--- src/rtl/ahb_default_slave_v2.sv ---
// ============================================================================
// ahb_default_slave_v2 : AHB-Lite default slave with wait states, ERROR or
//                        RAZ/WI response, and a sticky first-error log.
// Revision: 1.0
// ============================================================================
`timescale 1ns/1ps
`default_nettype none

module ahb_default_slave_v2 #(
  parameter int                    ADDR_WIDTH    = 32,
  parameter int                    DATA_WIDTH    = 32,
  parameter int                    WAIT_STATES   = 0,
  parameter int                    RESP_MODE     = 0,
  parameter logic [DATA_WIDTH-1:0] RDATA_PATTERN = '0,
  parameter int                    CNT_WIDTH     = 16
) (
  input  logic                  HCLK,
  input  logic                  HRESET,
  input  logic                  HSEL,
  input  logic [ADDR_WIDTH-1:0] HADDR,
  input  logic [1:0]            HTRANS,
  input  logic                  HWRITE,
  input  logic [2:0]            HSIZE,
  input  logic                  HREADY,
  input  logic [DATA_WIDTH-1:0] HWDATA,
  output logic [DATA_WIDTH-1:0] HRDATA,
  output logic                  HREADYOUT,
  output logic [1:0]            HRESP,
  input  logic                  err_clear,
  output logic                  err_valid,
  output logic [ADDR_WIDTH-1:0] err_addr,
  output logic                  err_write,
  output logic [2:0]            err_size,
  output logic [CNT_WIDTH-1:0]  err_count
);

  localparam int WCW = (WAIT_STATES > 0) ? $clog2(WAIT_STATES + 1) : 1;
  localparam logic [WCW-1:0] WAIT_LOAD = (WAIT_STATES > 0) ? WCW'(WAIT_STATES - 1) : '0;

  typedef enum logic [2:0] {
    S_IDLE = 3'd0,
    S_WAIT = 3'd1,
    S_ERR1 = 3'd2,
    S_ERR2 = 3'd3,
    S_DONE = 3'd4
  } state_t;

  state_t                  state_q, state_d;
  logic [WCW-1:0]          wcnt_q, wcnt_d;
  logic                    write_q, write_d;
  logic                    hreadyout_q, hreadyout_d;
  logic [1:0]              hresp_q, hresp_d;
  logic [DATA_WIDTH-1:0]   hrdata_q, hrdata_d;
  logic                    err_valid_q, err_valid_d;
  logic [ADDR_WIDTH-1:0]   err_addr_q, err_addr_d;
  logic                    err_write_q, err_write_d;
  logic [2:0]              err_size_q, err_size_d;
  logic [CNT_WIDTH-1:0]    err_count_q, err_count_d;
  logic                    can_accept;
  logic                    accept;
  state_t                  resp_state;

  // Write data and the SEQ/NONSEQ distinction carry no meaning here.
  logic unused_inputs;
  assign unused_inputs = ^{HWDATA, HTRANS[0]};

  always_comb begin
    resp_state  = (RESP_MODE != 0) ? S_DONE : S_ERR1;
    can_accept  = (state_q == S_IDLE) || (state_q == S_ERR2) || (state_q == S_DONE);
    accept      = HSEL & HTRANS[1] & HREADY & can_accept;

    state_d = state_q;
    wcnt_d  = wcnt_q;
    write_d = write_q;
    case (state_q)
      S_WAIT: begin
        if (wcnt_q == '0) state_d = resp_state;
        else              wcnt_d  = wcnt_q - 1'b1;
      end
      S_ERR1: state_d = S_ERR2;
      default: begin
        if (accept) begin
          write_d = HWRITE;
          if (WAIT_STATES > 0) begin
            state_d = S_WAIT;
            wcnt_d  = WAIT_LOAD;
          end else begin
            state_d = resp_state;
          end
        end else begin
          state_d = S_IDLE;
        end
      end
    endcase

    // Bus outputs are registered copies decoded from the next state.
    hreadyout_d = !((state_d == S_WAIT) || (state_d == S_ERR1));
    hresp_d     = ((state_d == S_ERR1) || (state_d == S_ERR2)) ? 2'b01 : 2'b00;
    hrdata_d    = ((state_d == S_DONE) && !write_d) ? RDATA_PATTERN : '0;

    err_valid_d = err_valid_q;
    err_addr_d  = err_addr_q;
    err_write_d = err_write_q;
    err_size_d  = err_size_q;
    err_count_d = err_count_q;
    if (err_clear) begin
      err_valid_d = 1'b0;
      err_addr_d  = '0;
      err_write_d = 1'b0;
      err_size_d  = '0;
      err_count_d = '0;
    end
    if (accept) begin
      if (!err_valid_d) begin
        err_valid_d = 1'b1;
        err_addr_d  = HADDR;
        err_write_d = HWRITE;
        err_size_d  = HSIZE;
      end
      if (!(&err_count_d)) err_count_d = err_count_d + 1'b1;
    end
  end

  always_ff @(posedge HCLK) begin
    if (HRESET) begin
      state_q     <= S_IDLE;
      wcnt_q      <= '0;
      write_q     <= 1'b0;
      hreadyout_q <= 1'b1;
      hresp_q     <= 2'b00;
      hrdata_q    <= '0;
      err_valid_q <= 1'b0;
      err_addr_q  <= '0;
      err_write_q <= 1'b0;
      err_size_q  <= '0;
      err_count_q <= '0;
    end else begin
      state_q     <= state_d;
      wcnt_q      <= wcnt_d;
      write_q     <= write_d;
      hreadyout_q <= hreadyout_d;
      hresp_q     <= hresp_d;
      hrdata_q    <= hrdata_d;
      err_valid_q <= err_valid_d;
      err_addr_q  <= err_addr_d;
      err_write_q <= err_write_d;
      err_size_q  <= err_size_d;
      err_count_q <= err_count_d;
    end
  end

  assign HREADYOUT = hreadyout_q;
  assign HRESP     = hresp_q;
  assign HRDATA    = hrdata_q;
  assign err_valid = err_valid_q;
  assign err_addr  = err_addr_q;
  assign err_write = err_write_q;
  assign err_size  = err_size_q;
  assign err_count = err_count_q;

endmodule

`default_nettype wire

--- config.mk ---
export PLATFORM = sky130hd
export DESIGN_NAME = ahb_default_slave_v2
export DESIGN_NICKNAME = d
export VERILOG_FILES = /design/src/rtl/ahb_default_slave_v2.sv
export SDC_FILE = /design/constraint.sdc
export NUM_CORES = 1
export LEC_CHECK = 0
export ABC_AREA = 1
export CAP_MARGIN = 5
export CORE_MARGIN = 4
export CORE_UTILIZATION = 39
export CTS_CLUSTER_DIAMETER = 60
export DETAILED_ROUTE_END_ITERATION = 7
export PLACE_DENSITY = 0.81
export SLEW_MARGIN = 20
export SYNTH_ARGS = -nofsm -noshare
export SYNTH_HDL_FRONTEND = slang
export SYNTH_SLANG_ARGS = --single-unit
--- constraint.sdc ---
create_clock -name HCLK -period 2.15 [get_ports HCLK]
set_input_delay 0.3225 -clock HCLK [delete_from_list [all_inputs] [get_ports HCLK]]
set_output_delay 0.3225 -clock HCLK [all_outputs]
set_load 0.02 [all_outputs]
After elaboration in Yosys (flattened, before gate mapping)
Cells that the tools add are included.

Bits in registers: 60. Input port bits: 75. Output and inout bits: 88.

Add/subtract/negate cells: 2. Equality and inequality tests: 7. Mux-type cells: 19. Bitwise gates (word level): 3. Reduce and logical (&&, ||, !) cells: 7.

Operators by type and width (count): 32-bit 2-to-1 mux (3); 16-bit 2-to-1 mux (3); 16-bit by 1-bit adder with 16-bit output (second input constant) (1); 16-bit AND reduction (1); 3-bit by 2-bit equality test with 1-bit output (second input constant) (4); 3-bit 2-to-1 mux (4); 1-bit 2-to-1 mux (7); 3-bit by 1-bit equality test with 1-bit output (second input constant) (2); 3-bit case mux with 2 select lines (1); 1-bit logical OR (4); 1-bit AND (3); 3-bit equality test (second input constant) (1); 3-bit logical NOT (1); 2-bit 2-to-1 mux (1); 1-bit logical NOT (1); 1-bit subtractor (second input constant) (1).

Longest topological paths before layout
Depth in word-level cells: 9. Gate-level depth with buffers: 12.

Worst setup path before layout
Ideal clock, no wire load.

Path type: register to register. Start: register err_count_q[0], in the netlist err_count[0]. End: register err_count_q[11], in the netlist err_count[11]. Setup time: 116 ps. Arrival time: 1590 ps. Data required time: 2034 ps. Path slack: 444 ps. Stages on the path, launching flop included: 12. Buffers on the path: 1. Clock period less this slack: 1706 ps. Cell sequence: dfxtp_1 > inv_1 > nor2_1 > ha_1 > nand2_1 > inv_1 > nand2_1 > nor2_4 > nand4_4 > buf_6 > a21oi_1 > nor2_2.

Longest elaborated chain between the ends: 4.

RTL lines: start: declaration (line 58) `logic [CNT_WIDTH-1:0] err_count_q, err_count_d;`; start signal: assignment (line 148) `err_count_q <= err_count_d;`; 16-bit 2-to-1 mux * (line 106) `if (err_clear) begin`; 16-bit by 1-bit adder with 16-bit output / 16-bit AND reduction (equally long branches) (line 120) `if (!(&err_count_d)) err_count_d = err_count_d + 1'b1;`; 16-bit 2-to-1 mux * (line 120); 16-bit 2-to-1 mux * (line 113) `if (accept) begin`.

Mark *: on every way between the ends. The rest lies on a longest branch, timed or not. A chain may end at the register's enable or synchronous reset.

Worst setup path in the final report
Start: register state_q[0]. End: register err_size_q[2], in the netlist err_size[2].

Longest elaborated chain between the ends: 5.

RTL lines: start: declaration (line 48) `state_t state_q, state_d;`; start signal: assignment (line 138) `state_q <= state_d;`; 3-bit by 2-bit equality test with 1-bit output / 3-bit logical NOT (equally long branches) (line 69) `can_accept = (state_q == S_IDLE) || (state_q == S_ERR2) || (state_q == S_DONE);`; 1-bit logical OR (line 69); 1-bit logical OR * (line 69); 1-bit AND * (line 70) `accept = HSEL & HTRANS[1] & HREADY & can_accept;`; 3-bit 2-to-1 mux * (line 113); end signal: assignment (line 147) `err_size_q <= err_size_d;`; end: declaration (line 57) `logic [2:0] err_size_q, err_size_d;`.

Marks and branches as above.

==> metrics.md <==
| Metric | Value |
|---|---|
| Status | `completed` |
| Full die area | `around 8900 µm²` |
| Placed cells | `approximately 580` |
| Finished Layout Cells | `about 600` |
| Seq/Total Area, Yosys | `38.4%` |
| Synth Register Bits | `56` |
| Layout filler cell count | `~700` |
| EDFF count, synth | `0` |
| Crit path DAT | `~2100 ps` |
| Overflow after GRT | `0` |
| Layout cells sized above 1 | `a little under an eighth` |
| Worst-Skew Late Latency | `roughly 300 ps` |
| Final setup fails | `0` |
| Hold_sp | `err_addr[14]` |
| Setup ws final | `between 200 and 300 ps` |
| Final ANT Viol Nets | `0` |
| Ports | `approximately 160` |
| TritonRoute pass-1 iters | `4` |
| Final Wtd Congestion | `~0.8` |
| Worst vdd ir | `slightly above 0.4 mV` |
| Drt total wl | `~7600 µm` |
| Initial antenna violation count | `0` |
| Hold Path End | `err_addr[14]` |
| Total GRT Usage | `~17%` |
| Hpwl dp | `roughly 5700 µm` |
| DR iter-0 viols | `83` |
| Leakage power | `1.55 nW` |
| Starting Density | `slightly above 40%` |
| Library cells used by synthesis | `26` |
| Clock power frac | `roughly 31%` |
| DR vias | `2759` |
| RR Endpoint | `err_size[2]` |
| Synth async-reset ratio | `0%` |
| # H-tree levels | `2` |
| Period utilisation layout | `about 86%` |
| Reg2reg setup slack | `290 ps` |
| Vias in the first global route | `~2700` |
| MaxCap Viol Count | `0` |
| CP startpoint | `state_q[0]` |
| Cells after Synth | `a little under 400` |
| Layout Utilization | `54.5%` |
| Post-synthesis cell area | `between 2000 and 3000 µm²` |
| Final Max Tran Viols | `0` |
| Clock Sink Count | `56` |
| PwrDens | `between 500 and 600 nW/µm²` |
| Main synth FF type | `dfxtp_1` |
| Yosys top cell area share | `38.4%` |
| RSZ-0062 raised after global routing | `no` |
| Avg Inst Size Synth | `between 7 and 8 µm²` |
| Nets@finish | `567` |
| Worst hold stages | `2` |
| Final worst path period need | `1860 ps` |
| Final Hold Fails | `0` |
| Most frequent cells after synthesis | `nor2_1, dfxtp_1, a21oi_1` |
| Core box area | `approximately 7300 µm²` |
| Num CTS Buffers | `5` |
| CTS tree | `built` |
| Post-CTS setup buffers | `0` |
| # diodes | `0` |
| Part of the power in registers | `between 40% and 50%` |
| P&R area growth vs syn | `35.5%` |
| Pin count of the biggest net entering global routing | `37` |
| Slew @ Worst Pin | `between 600 and 700 ps` |
| Yosys top cell by area | `dfxtp_1` |
| Yosys Warn Count | `0` |
| Worst hold path type | `register to register` |
| R2r worst-path depth | `8` |
| Remaining DRCs | `0` |
| Die X | `around 94 µm` |
| First-pass GRT wire length | `between 10000 and 15000 µm` |
| CP Max Fanout | `36` |
| Final Power | `2.20 mW` |
| WL/cell | `between 10 and 15 µm` |
| Sw Share | `a little over a quarter` |
| Comb pwr share | `a little under a fifth` |
| WP data required | `2390 ps` |
| Via density | `between 4 and 5` |
| Worst Clk Skew | `~4.6 ps` |
| Kind of critical path | `register to register` |
| Relative slew slack | `a little under 60%` |
| Worst r2r src | `state_q[0]` |
| Internal | `1.60 mW` |
| Psw | `between 500 and 600 µW` |
| CTS Buffer Depth | `2` |
| Clock-pin slew on the worst setup and hold paths | `about 100 ps` |
| Die height | `roughly 94 µm` |
| Startpoint types | `register` |
| Synth top area cells | `dfxtp_1, nor2_1, buf_4` |
| Top-count cell post-synth | `nor2_1` |
| Clock root cell | `clkbuf_8` |
| # rows | `31` |
| Setup WS pre-CTS | `-4.44 ps` |
| Post_cts resized | `0` |
| Port-buffer cells | `between 90 and 100` |
| Hold_buf cts | `0` |
| CP Capture Type | `register` |
| Fmax | `538 MHz` |
[per-layer routing]
layer	wire length, µm	vias to the layer above	GRT usage, %
li1	-	1386	-
met3	981	6	8.84
met2	3610	120	28.7
met5	0	-	0
met1	2920	1247	18.1
met4	88	0	6.25
[area by class of cell]
type	instances	area, µm²	area share, %
clock inverters	2	35.0	0.886
multi-input cells	289	1420	35.9
well taps	99	124	3.13
repair buffers	109	1060	26.8
flip-flops and latches	56	1120	28.4
clock buffers	6	72.6	1.84
inverters	29	121	3.07
[stage by stage]
stage                     setup TNS (ps)  hold slack, ps  cell area, µm²
after global routing                   0             531            3950
after detailed placement           -4.44             481            3840
final                                  0             497            3950
after CTS                              0             503            3950
after global placement                 0             468            3840
after floorplan                        0             392            3040
[worst max-delay path: stages (launching register included)]
cell	delay [ps]
dfxtp_1	320
inv_1	40
ha_1	310
nand2_1	90
nor2_4	250
nand2_2	90
inv_2	480
a21oi_1	90
nor2_1	130
[worst max path at each step]
stage | endpoint | slack [ps] | depth (start not counted)
after floorplan | err_count[11] | 440 | 11
after global placement | err_count[13] | 50 | 10
after detailed placement | err_count[13] | -4 | 10
after CTS | err_size[2] | 280 | 8
after global routing | err_size[0] | 80 | 8
final | err_size[2] | 290 | 8
[logic make-up after synthesis]
logic type	count (synthesis)	share of synthesized area, %
other cells	1	0.129
compound gates	85	14.6
simple gates	169	29.0
buf+inv	82	17.0
flops	56	38.4
fa+ha+maj	2	0.858
[cell usage in the layout (no fill, tap or decap), types with 13 or more instances in the layout]
cell / netlist / layout
clkdlybuf4s50_1: 0 / 96
nor2_1: 77 / 77
dfxtp_1: 56 / 56
a21oi_1: 48 / 48
nand2_1: 43 / 43
o21ai_0: 37 / 37
conb_1: 1 / 33
inv_1: 25 / 25
buf_4: 37 / 13
[power by group through the flow]
stage | logic, mW | clock network, mW | registers [mW]
2_1_floorplan | 0.236 | 0 | 1.16
3_3_place_gp | 0.407 | 0 | 1.12
3_5_place_dp | 0.415 | 0 | 1.12
4_1_cts | 0.417 | 0.713 | 1.10
5_1_grt | 0.454 | 0.753 | 1.10
6_report | 0.417 | 0.684 | 1.10
[state kept, by name, indices dropped and copies added, names as in the netlist]
| register | count |
|---|---|
| err_addr | 32 |
| HREADYOUT | 1 |
| err_valid | 1 |
| err_count | 16 |
| err_size | 3 |
| err_write | 1 |
| state_q | 2 |
(Power assumes the default switching activity.)
